[config.mk]
export PLATFORM = sky130hd
export DESIGN_NAME = snake_core
export DESIGN_NICKNAME = d
export VERILOG_FILES = /design/src/rtl/snake_pkg.sv /design/src/rtl/snake_next_head.sv /design/src/rtl/snake_core.sv
export SDC_FILE = /design/constraint.sdc
export NUM_CORES = 1
export LEC_CHECK = 0
export BUFFER_PORTS_ARGS = -buffer_cell sky130_fd_sc_hd__clkbuf_2
export CORE_ASPECT_RATIO = 1.4
export CORE_MARGIN = 1
export CORE_UTILIZATION = 35
export DETAILED_ROUTE_END_ITERATION = 10
export HOLD_SLACK_MARGIN = 0.03
export PLACE_DENSITY = 0.51
export SLEW_MARGIN = 20
export SYNTH_ARGS = -nofsm -noshare
export SYNTH_HDL_FRONTEND = slang
export SYNTH_SLANG_ARGS = --single-unit
[constraint.sdc]
create_clock -name clk -period 5.4 [get_ports clk]
set_clock_uncertainty 0.15 [all_clocks]
set_input_delay 0.54 -clock clk [delete_from_list [all_inputs] [get_ports clk]]
set_output_delay 0.54 -clock clk [all_outputs]
set_load 0.01 [all_outputs]
[src/rtl/snake_pkg.sv]
// Shared types for the snake game core: direction codes, FSM states and
// the reverse-direction helper.
package snake_pkg;

  typedef enum logic [1:0] {
    DIR_UP    = 2'd0,
    DIR_RIGHT = 2'd1,
    DIR_DOWN  = 2'd2,
    DIR_LEFT  = 2'd3
  } dir_e;

  typedef enum logic [2:0] {
    ST_INIT,
    ST_IDLE,
    ST_CALC,
    ST_SCAN,
    ST_UPDATE,
    ST_DEAD
  } state_e;

  // Opposite directions differ only in bit 1.
  function automatic dir_e rev_dir(input dir_e d);
    return dir_e'(d ^ 2'b10);
  endfunction

endpackage

[src/rtl/snake_next_head.sv]
// Next head cell for one move; wraps on a torus or flags an edge crossing.
module snake_next_head
  import snake_pkg::*;
#(
  parameter int SIZE_X = 40,
  parameter int SIZE_Y = 30,
  parameter int WRAP   = 1,
  parameter int XW     = $clog2(SIZE_X),
  parameter int YW     = $clog2(SIZE_Y)
) (
  input  logic [XW-1:0] head_x,
  input  logic [YW-1:0] head_y,
  input  dir_e          dir,
  output logic [XW-1:0] next_x,
  output logic [YW-1:0] next_y,
  output logic          oob
);

  localparam logic [XW-1:0] X_MAX = XW'(SIZE_X - 1);
  localparam logic [YW-1:0] Y_MAX = YW'(SIZE_Y - 1);
  localparam logic          KILL  = (WRAP == 0);

  always_comb begin
    next_x = head_x;
    next_y = head_y;
    oob    = 1'b0;
    unique case (dir)
      DIR_UP:
        if (head_y == '0) begin
          next_y = Y_MAX;
          oob    = KILL;
        end else next_y = head_y - YW'(1);
      DIR_RIGHT:
        if (head_x == X_MAX) begin
          next_x = '0;
          oob    = KILL;
        end else next_x = head_x + XW'(1);
      DIR_DOWN:
        if (head_y == Y_MAX) begin
          next_y = '0;
          oob    = KILL;
        end else next_y = head_y + YW'(1);
      DIR_LEFT:
        if (head_x == '0) begin
          next_x = X_MAX;
          oob    = KILL;
        end else next_x = head_x - XW'(1);
      default: oob = 1'b0;
    endcase
  end

endmodule

[src/rtl/snake_core.sv]
// Snake body engine: circular segment store, move FSM with serial
// self-collision scan, and a registered segment read port.
module snake_core
  import snake_pkg::*;
#(
  parameter int SIZE_X   = 40,
  parameter int SIZE_Y   = 30,
  parameter int MAX_LEN  = 64,
  parameter int INIT_LEN = 3,
  parameter int WRAP     = 1
) (
  input  logic                         clk,
  input  logic                         rst,
  input  logic                         start,
  input  logic                         step,
  input  logic [1:0]                   dir,
  input  logic                         grow,
  output logic                         busy,
  output logic                         done,
  output logic                         dead,
  output logic [$clog2(MAX_LEN+1)-1:0] length,
  output logic [$clog2(SIZE_X)-1:0]    head_x,
  output logic [$clog2(SIZE_Y)-1:0]    head_y,
  output logic [1:0]                   cur_dir,
  input  logic [$clog2(MAX_LEN)-1:0]   rd_idx,
  output logic [$clog2(SIZE_X)-1:0]    rd_x,
  output logic [$clog2(SIZE_Y)-1:0]    rd_y,
  output logic                         rd_valid
);

  localparam int XW = $clog2(SIZE_X);
  localparam int YW = $clog2(SIZE_Y);
  localparam int LW = $clog2(MAX_LEN + 1);
  localparam int PW = $clog2(MAX_LEN);

  localparam logic [LW-1:0] LEN_MAX  = LW'(MAX_LEN);
  localparam logic [LW-1:0] LEN_INIT = LW'(INIT_LEN);
  localparam logic [PW-1:0] PTR_LAST = PW'(MAX_LEN - 1);
  localparam logic [PW:0]   PTR_MOD  = (PW+1)'(MAX_LEN);
  localparam logic [PW-1:0] INIT_END = PW'(INIT_LEN - 1);
  localparam logic [XW-1:0] X_MID    = XW'(SIZE_X / 2);
  localparam logic [YW-1:0] Y_MID    = YW'(SIZE_Y / 2);

  logic [XW-1:0] body_x [MAX_LEN];
  logic [YW-1:0] body_y [MAX_LEN];

  state_e        state;
  logic [PW-1:0] head_ptr, cnt;
  dir_e          dir_l;
  logic          grow_l;
  logic [XW-1:0] nx, nx_l, wr_x;
  logic [YW-1:0] ny, ny_l, wr_y;
  logic          oob, wr_en, hit;
  logic [PW-1:0] scan_ptr, rd_ptr, ptr_dec, wr_ptr;
  logic [LW-1:0] scan_lim;

  function automatic logic [PW-1:0] ptr_add(input logic [PW-1:0] a, input logic [PW-1:0] b);
    logic [PW:0] s;
    s = {1'b0, a} + {1'b0, b};
    if (s >= PTR_MOD) s = s - PTR_MOD;
    return s[PW-1:0];
  endfunction

  snake_next_head #(
    .SIZE_X(SIZE_X), .SIZE_Y(SIZE_Y), .WRAP(WRAP), .XW(XW), .YW(YW)
  ) u_next (
    .head_x(head_x), .head_y(head_y), .dir(dir_l),
    .next_x(nx), .next_y(ny), .oob(oob)
  );

  assign scan_ptr = ptr_add(head_ptr, cnt);
  assign rd_ptr   = ptr_add(head_ptr, rd_idx);
  assign ptr_dec  = (head_ptr == '0) ? PTR_LAST : head_ptr - PW'(1);
  // Without growth the tail cell is vacated by this move, so it is not scanned.
  assign scan_lim = grow_l ? length : length - LW'(1);
  assign hit      = (body_x[scan_ptr] == nx_l) && (body_y[scan_ptr] == ny_l);

  always_comb begin
    wr_en  = 1'b0;
    wr_ptr = cnt;
    wr_x   = X_MID - XW'(cnt);
    wr_y   = Y_MID;
    if (state == ST_INIT) begin
      wr_en = 1'b1;
    end else if (state == ST_UPDATE) begin
      wr_en  = 1'b1;
      wr_ptr = ptr_dec;
      wr_x   = nx_l;
      wr_y   = ny_l;
    end
  end

  // Segment store is deliberately left out of reset.
  always_ff @(posedge clk) begin
    if (wr_en) begin
      body_x[wr_ptr] <= wr_x;
      body_y[wr_ptr] <= wr_y;
    end
  end

  always_ff @(posedge clk or posedge rst) begin
    if (rst) begin
      state    <= ST_INIT;
      head_ptr <= '0;
      cnt      <= '0;
      length   <= '0;
      busy     <= 1'b1;
      done     <= 1'b0;
      dead     <= 1'b0;
      cur_dir  <= DIR_RIGHT;
      head_x   <= '0;
      head_y   <= '0;
      dir_l    <= DIR_RIGHT;
      grow_l   <= 1'b0;
      nx_l     <= '0;
      ny_l     <= '0;
    end else begin
      done <= 1'b0;
      if (start) begin
        state    <= ST_INIT;
        head_ptr <= '0;
        cnt      <= '0;
        length   <= '0;
        busy     <= 1'b1;
        dead     <= 1'b0;
        cur_dir  <= DIR_RIGHT;
      end else begin
        unique case (state)
          ST_INIT: begin
            if (cnt == '0) begin
              head_x <= X_MID;
              head_y <= Y_MID;
            end
            if (cnt == INIT_END) begin
              length <= LEN_INIT;
              cnt    <= '0;
              busy   <= 1'b0;
              state  <= ST_IDLE;
            end else cnt <= cnt + PW'(1);
          end
          ST_IDLE:
            if (step) begin
              dir_l  <= (dir_e'(dir) == rev_dir(dir_e'(cur_dir))) ? dir_e'(cur_dir) : dir_e'(dir);
              grow_l <= grow && (length < LEN_MAX);
              busy   <= 1'b1;
              state  <= ST_CALC;
            end
          ST_CALC:
            if (oob) begin
              dead  <= 1'b1;
              done  <= 1'b1;
              busy  <= 1'b0;
              state <= ST_DEAD;
            end else begin
              nx_l  <= nx;
              ny_l  <= ny;
              cnt   <= '0;
              state <= ST_SCAN;
            end
          ST_SCAN:
            if (hit) begin
              dead  <= 1'b1;
              done  <= 1'b1;
              busy  <= 1'b0;
              state <= ST_DEAD;
            end else if (LW'(cnt) == scan_lim - LW'(1)) begin
              state <= ST_UPDATE;
            end else cnt <= cnt + PW'(1);
          ST_UPDATE: begin
            head_ptr <= ptr_dec;
            head_x   <= nx_l;
            head_y   <= ny_l;
            cur_dir  <= dir_l;
            if (grow_l) length <= length + LW'(1);
            done     <= 1'b1;
            busy     <= 1'b0;
            state    <= ST_IDLE;
          end
          ST_DEAD: state <= ST_DEAD;
          default: state <= ST_INIT;
        endcase
      end
    end
  end

  always_ff @(posedge clk or posedge rst) begin
    if (rst) begin
      rd_x     <= '0;
      rd_y     <= '0;
      rd_valid <= 1'b0;
    end else begin
      rd_x     <= body_x[rd_ptr];
      rd_y     <= body_y[rd_ptr];
      rd_valid <= LW'(rd_idx) < length;
    end
  end

endmodule

# Word-level counts from Yosys, hierarchy flattened
# Memories as Yosys holds them, arrays and structs flattened. A register that Yosys moved wholly into a read port is not among the register bits.
# Index checks and enable logic that the tools add are counted.
# word_totals
register_bits	53
latch_bits	0
ram_bits	704
mem_bits_ro	0
input_bits	13
output_inout_bits	35
wordCells	147
n_memories	2
# op_classes
add_sub_neg	14
n_mul	0
div	0
magnitude_cmp	4
eq_ne	25
shift	0
n_mux	61
n_bitwise	3
n_reduce_logical	23
# memory_table
memory	words	width	read_ports	rd_ports_with_merged_regs	wr	line_no	text
body_x	64	6	2	1	1	snake_core.sv:44	logic [XW-1:0] body_x [MAX_LEN];
body_y	64	5	2	1	1	snake_core.sv:45	logic [YW-1:0] body_y [MAX_LEN];
# ops
op	count
6-bit 2-to-1 mux	17
7-bit 2-to-1 mux	4
5-bit 2-to-1 mux	5
6-bit one-hot mux with 2 select lines	2
6-bit by 1-bit subtractor with 6-bit output (second input constant)	4
3-bit != test (second input constant)	7
5-bit one-hot mux with 2 select lines	2
6-bit zero test	3
3-bit 2-to-1 mux	6
3-bit one-hot mux with 6 select lines	1
6-bit one-hot mux with 3 select lines	1
3-bit AND reduction	6
1-bit 2-to-1 mux	16
6-bit by 6-bit adder with 7-bit output	2
7-bit greater-or-equal comparator (second input constant)	2
7-bit one-hot mux with 2 select lines	1
7-bit by 1-bit subtractor with 7-bit output (second input constant)	2
6-bit by 1-bit adder with 6-bit output (second input constant)	2
7-bit by 1-bit adder with 7-bit output (second input constant)	1
6-bit by 7-bit == test with 1-bit output	1
6-bit by 7-bit less-than comparator with 1-bit output	1
7-bit less-than comparator (second input constant)	1
3-bit by 2-bit == test with 1-bit output (second input constant)	2
3-bit == test (second input constant)	2
31 further kinds	39

# Longest topological paths before layout
# An unclocked memory read counts as a cell.
# logic_depth
depth_word	9
mapped_depth	19
depth_no_buf	14

# Hierarchy
# Synthesis repeated with hierarchy kept, for this count alone.
# hier_totals
cells_unflattened	2196
hier_area_um2	37762.5
# modules_own_cells
mod	instances	cells_per_inst	area_each_um2	seq_area_each_um2
snake_core	1	2095	37123.1	22745.6
snake_next_head	1	101	639.4	0.0

# Worst setup path after synthesis
# Ideal clock, no wire load.
# synth_path
path_type	flip-flop to flip-flop
start	reg head_ptr[0]
end	reg busy
arrival_ns	4.554
required_time_ns	5.166
slack_ns	0.613
path_stages_with_launch	18
n_path_buf	5
synth_period_minus_slack_ns	4.787
path_cell_list	dfrtp_1 > ha_1 > inv_1 > fa_1 > xnor2_4 > buf_4 > buf_4 > buf_2 > buf_2 > mux4_2 > xor2_1 > nor4_1 > o21ai_1 > a2111oi_2 > o211ai_1 > buf_2 > a221o_1 > a221o_1
# synth_via
elab_chain_cells	8
# synth_lines
item	line_no	text
start: declaration	snake_core.sv:48	logic [PW-1:0] head_ptr, cnt;
start signal: assignment	snake_core.sv:170	head_ptr <= ptr_dec;
6-bit by 6-bit adder with 7-bit output (*)	snake_core.sv:59	s = {1'b0, a} + {1'b0, b};
6-bit by 1-bit subtractor with 6-bit output or 7-bit greater-or-equal comparator (tied branches)	snake_core.sv:60	if (s >= PTR_MOD) s = s - PTR_MOD;
6-bit 2-to-1 mux (*)	snake_core.sv:60	
memory read 64 x 6 bit or memory read 64 x 5 bit (tied branches)	-	
6-bit == test or 5-bit == test (tied branches)	snake_core.sv:76	assign hit = (body_x[scan_ptr] == nx_l) && (body_y[scan_ptr] == ny_l);
1-bit logical AND (*)	snake_core.sv:76	
3-bit != test (no source line) (*)	-	
5-bit AND reduction (no source line) (*)	-	
end signal: assignment	snake_core.sv:107	busy <= 1'b1;
end signal: assignment	snake_core.sv:124	busy <= 1'b1;
end signal: assignment	snake_core.sv:137	busy <= 1'b0;
end: declaration	snake_core.sv:18	output logic busy,
# Mark *: on every way between the ends. The rest lies on a longest branch, timed or not.
# A chain may end at the register's enable or synchronous reset.

# Worst setup path after layout
# Same ends and word-level chain as after synthesis.

==> results.toml <==
[layout]
final_core_util_pct = 40.87
final_common_cell = "edfxtp_1"
area_delta_synth_final_pct = 15.51
fin_nets = 2329
final_area_um2 = 43270
final_cell_mix = "704 x edfxtp_1, 402 x mux4_2, 155 x buf_4"
final_layout_size_suffix_gt1_share_pct = 33.56

[critical_path]
end_kind = "flop"
crit_required_ps = 5840
start_kind = "flop"
path_max_fanout = 21
worstPathArrival_ps = 5600
r2r_cells = 15
startpoint = "head_ptr[0]"
crit_type = "reg2reg"
reg2reg_from = "head_ptr[0]"

[global_routing]
grt_max_degree = 65
grt_remaining_overflow = 0
antenna_found_initial = 2
grt_pass1_vias = 22960
grt_use_total_pct = 22.16
grt_pass1_wl_mm = 170.4

[yosys]
syn_area_um2 = 37460
ys_ff_latch = 768
yosysWarnings = 0
synth_cells = 2128
async_reset_ff_share_pct = 8.333
synth_edf_count = 704
synth_nets = 2172
ys_seq_area_share_pct = 60.72
synth_area_per_cell_um2 = 17.60
synth_ff_type = "edfxtp_1"
yosysUniqueCellTypes = 69

[routing]
dr.first_iter.drc_count = 2129
dr.pass1.iters = 5
viasPerCell = 6.042
num_vias = 22400
drtAntennaViolNets = 0
drc_errors = 0
wl_per_cell_um = 32.10
routed_wl_mm = 119.0

[timing]
post-route-min-period_ps = 5161
slew_viol_final = 0
setup-violations-final = 0
tns_ps = 0
max_clock_freq_ghz = 0.1937
rsz0062_at_grt = "no"
worst_pin_slew_ps = 1046
hold_viol = 0
finalCritPeriodShare_pct = 95.58
relSlewSlack_pct = 29.90

[power_and_ir_drop]
p_comb_share_pct = 22.8
ir_worst_vdd_v = 0.0002434
p_clk_share_pct = 34.3
sequentialPowerShare_pct = 42.9
swShare_pct = 29.55
internal-power_mw = 11.87
p_leak_nw = 14.84
p_sw_mw = 4.978
power.density_nw_per_um2 = 389.4

[cts]
clock_path_buffers = 3
cts.sinks = 768
cts-root-buf = "clkbuf_16"
clk_pin_slew_ps = 60
cts_buffers = 79
cts_tree = "yes"
htreeDepth = 3
worstSkewPairLatency_ps = 670

[flow_run]
maxCapViolCount = 0

[placement]
port-buffer-count = 47
place_area_um2 = 40500
dp_hpwl_mm = 78.30
gp_congestion = 0.9065

[status]
status = "finished, final reports clean"

[hold_path]
min-delay-start = "step"
min_path_cells = 3
min_path_type = "in2reg"

[floorplan]
die-area_um2 = 108400
dieHeight_um = 389.1
io_pins = 48
die_w_um = 278.5
core_area_um2 = 105900
initial_utilization_pct = 35.39
rows = 141
==> layer usage <==
layer  up-vias  GRT usage [%]  share of wire, %
met5         -              0                 0
met4         0          10.00               4.4
met3       205          3.826               6.4
met2      1037          38.77                52
met1     12010          26.64                37
li1       9150              -                 -
==> worst max-delay path: stages, from the launching register on <==
cell,delay (ps)
dfrtp_1,390
ha_4,150
inv_1,50
fa_4,510
xnor2_4,270
buf_12,240
mux4_2,540
mux4_2,480
xor2_1,160
a221oi_1,550
mux2i_1,190
a2111oi_2,330
o211ai_1,220
buf_4,210
a221o_1,310
a221o_1,290
==> metrics by stage <==
step / power, mW / setup WS (ps) / hold WS [ps] / std cells
after global routing: 17.42 / 104.0 / 116.4 / 3707
final: 16.85 / 238.6 / 86.98 / 3708
after floorplan: 9.630 / 612.9 / 340.5 / 2128
after detailed placement: 11.23 / 339.5 / 341.0 / 3558
after global placement: 11.17 / 344.9 / 339.7 / 3558
after CTS: 17.01 / 310.4 / 49.49 / 3706
==> final cells by class <==
class	instances	area, um^2
clock buffer	93	2093
tap	1358	1699
clock inverter	51	620.6
timing repair buffer	226	1839
antenna	2	5.005
fill	9366	62590
inverter	28	105.1
sequential	768	22750
multi-input combinational	1182	14160
==> timing repair <==
action	CTS	global route
gates resized for setup	0	0
endpoints found under the hold margin	20	0
hold buffers	4	0
setup buffers	0	0
==> cell families (layout without fill, tap and decap cells) <==
kind of cell / after synthesis / in the layout / synth area share, %
xor gates and xnor gates: 59 / 59 / 1.430
muxes: 473 / 473 / 26.08
buffers and inverters: 178 / 398 / 1.951
adders and majority gates: 31 / 31 / 1.076
DFF: 768 / 768 / 60.72
other: 0 / 2 / 0
and+or+nand+nor: 402 / 402 / 4.944
AOI/OAI and AO/OA: 217 / 217 / 3.795
==> path summary, 6_finish.rpt <==
| check | to | slack, ps |
|---|---|---|
| worst max-delay path | busy | 240 |
| worst min-delay path | state[1] | 90 |
| worst max register to register | busy | 240 |
| worst min register to register | dead | 350 |
| max in group asynchronous | rd_x[2] | 3770 |
| min in group asynchronous | nx_l[0] | 250 |
==> Yosys cell counts (all sizes together), types with 16 or more instances <==
master | instances | area, um^2
nor2 | 129 | 484.2
a21oi | 53 | 265.3
ha | 29 | 362.9
dfrtp | 61 | 1526
mux4 | 402 | 9054
nor3 | 23 | 115.1
xnor2 | 25 | 237.7
buf | 58 | 280.3
and2 | 16 | 100.1
xor2 | 34 | 297.8
inv | 26 | 97.59
mux2i | 67 | 670.6
edfxtp | 704 | 21140
nor2b | 18 | 112.6
clkbuf | 92 | 345.3
o21ai | 52 | 260.3
nand2 | 120 | 452.9
nand3 | 34 | 170.2
==> power by group through the flow <==
stage / sequential, mW / clock (mW) / combinational, mW
2_1_floorplan: 7.17 / 0 / 2.46
3_5_place_dp: 7.34 / 0 / 3.88
3_3_place_gp: 7.33 / 0 / 3.84
4_1_cts: 7.22 / 5.90 / 3.89
6_report: 7.23 / 5.78 / 3.84
5_1_grt: 7.24 / 6.10 / 4.09
==> state kept, by name, indices dropped and copies added, names as in the netlist <==
signal    cells
ny_l          5
head_ptr      6
head_y        5
body_y      320
state         3
rd_y          5
rd_x          6
grow_l        1
nx_l          6
dead          1
cnt           6
done          1
rd_valid      1
cur_dir       2
body_x      384
head_x        6
busy          1
length        7
dir_l         2
Power figures use the tool's default switching activity.
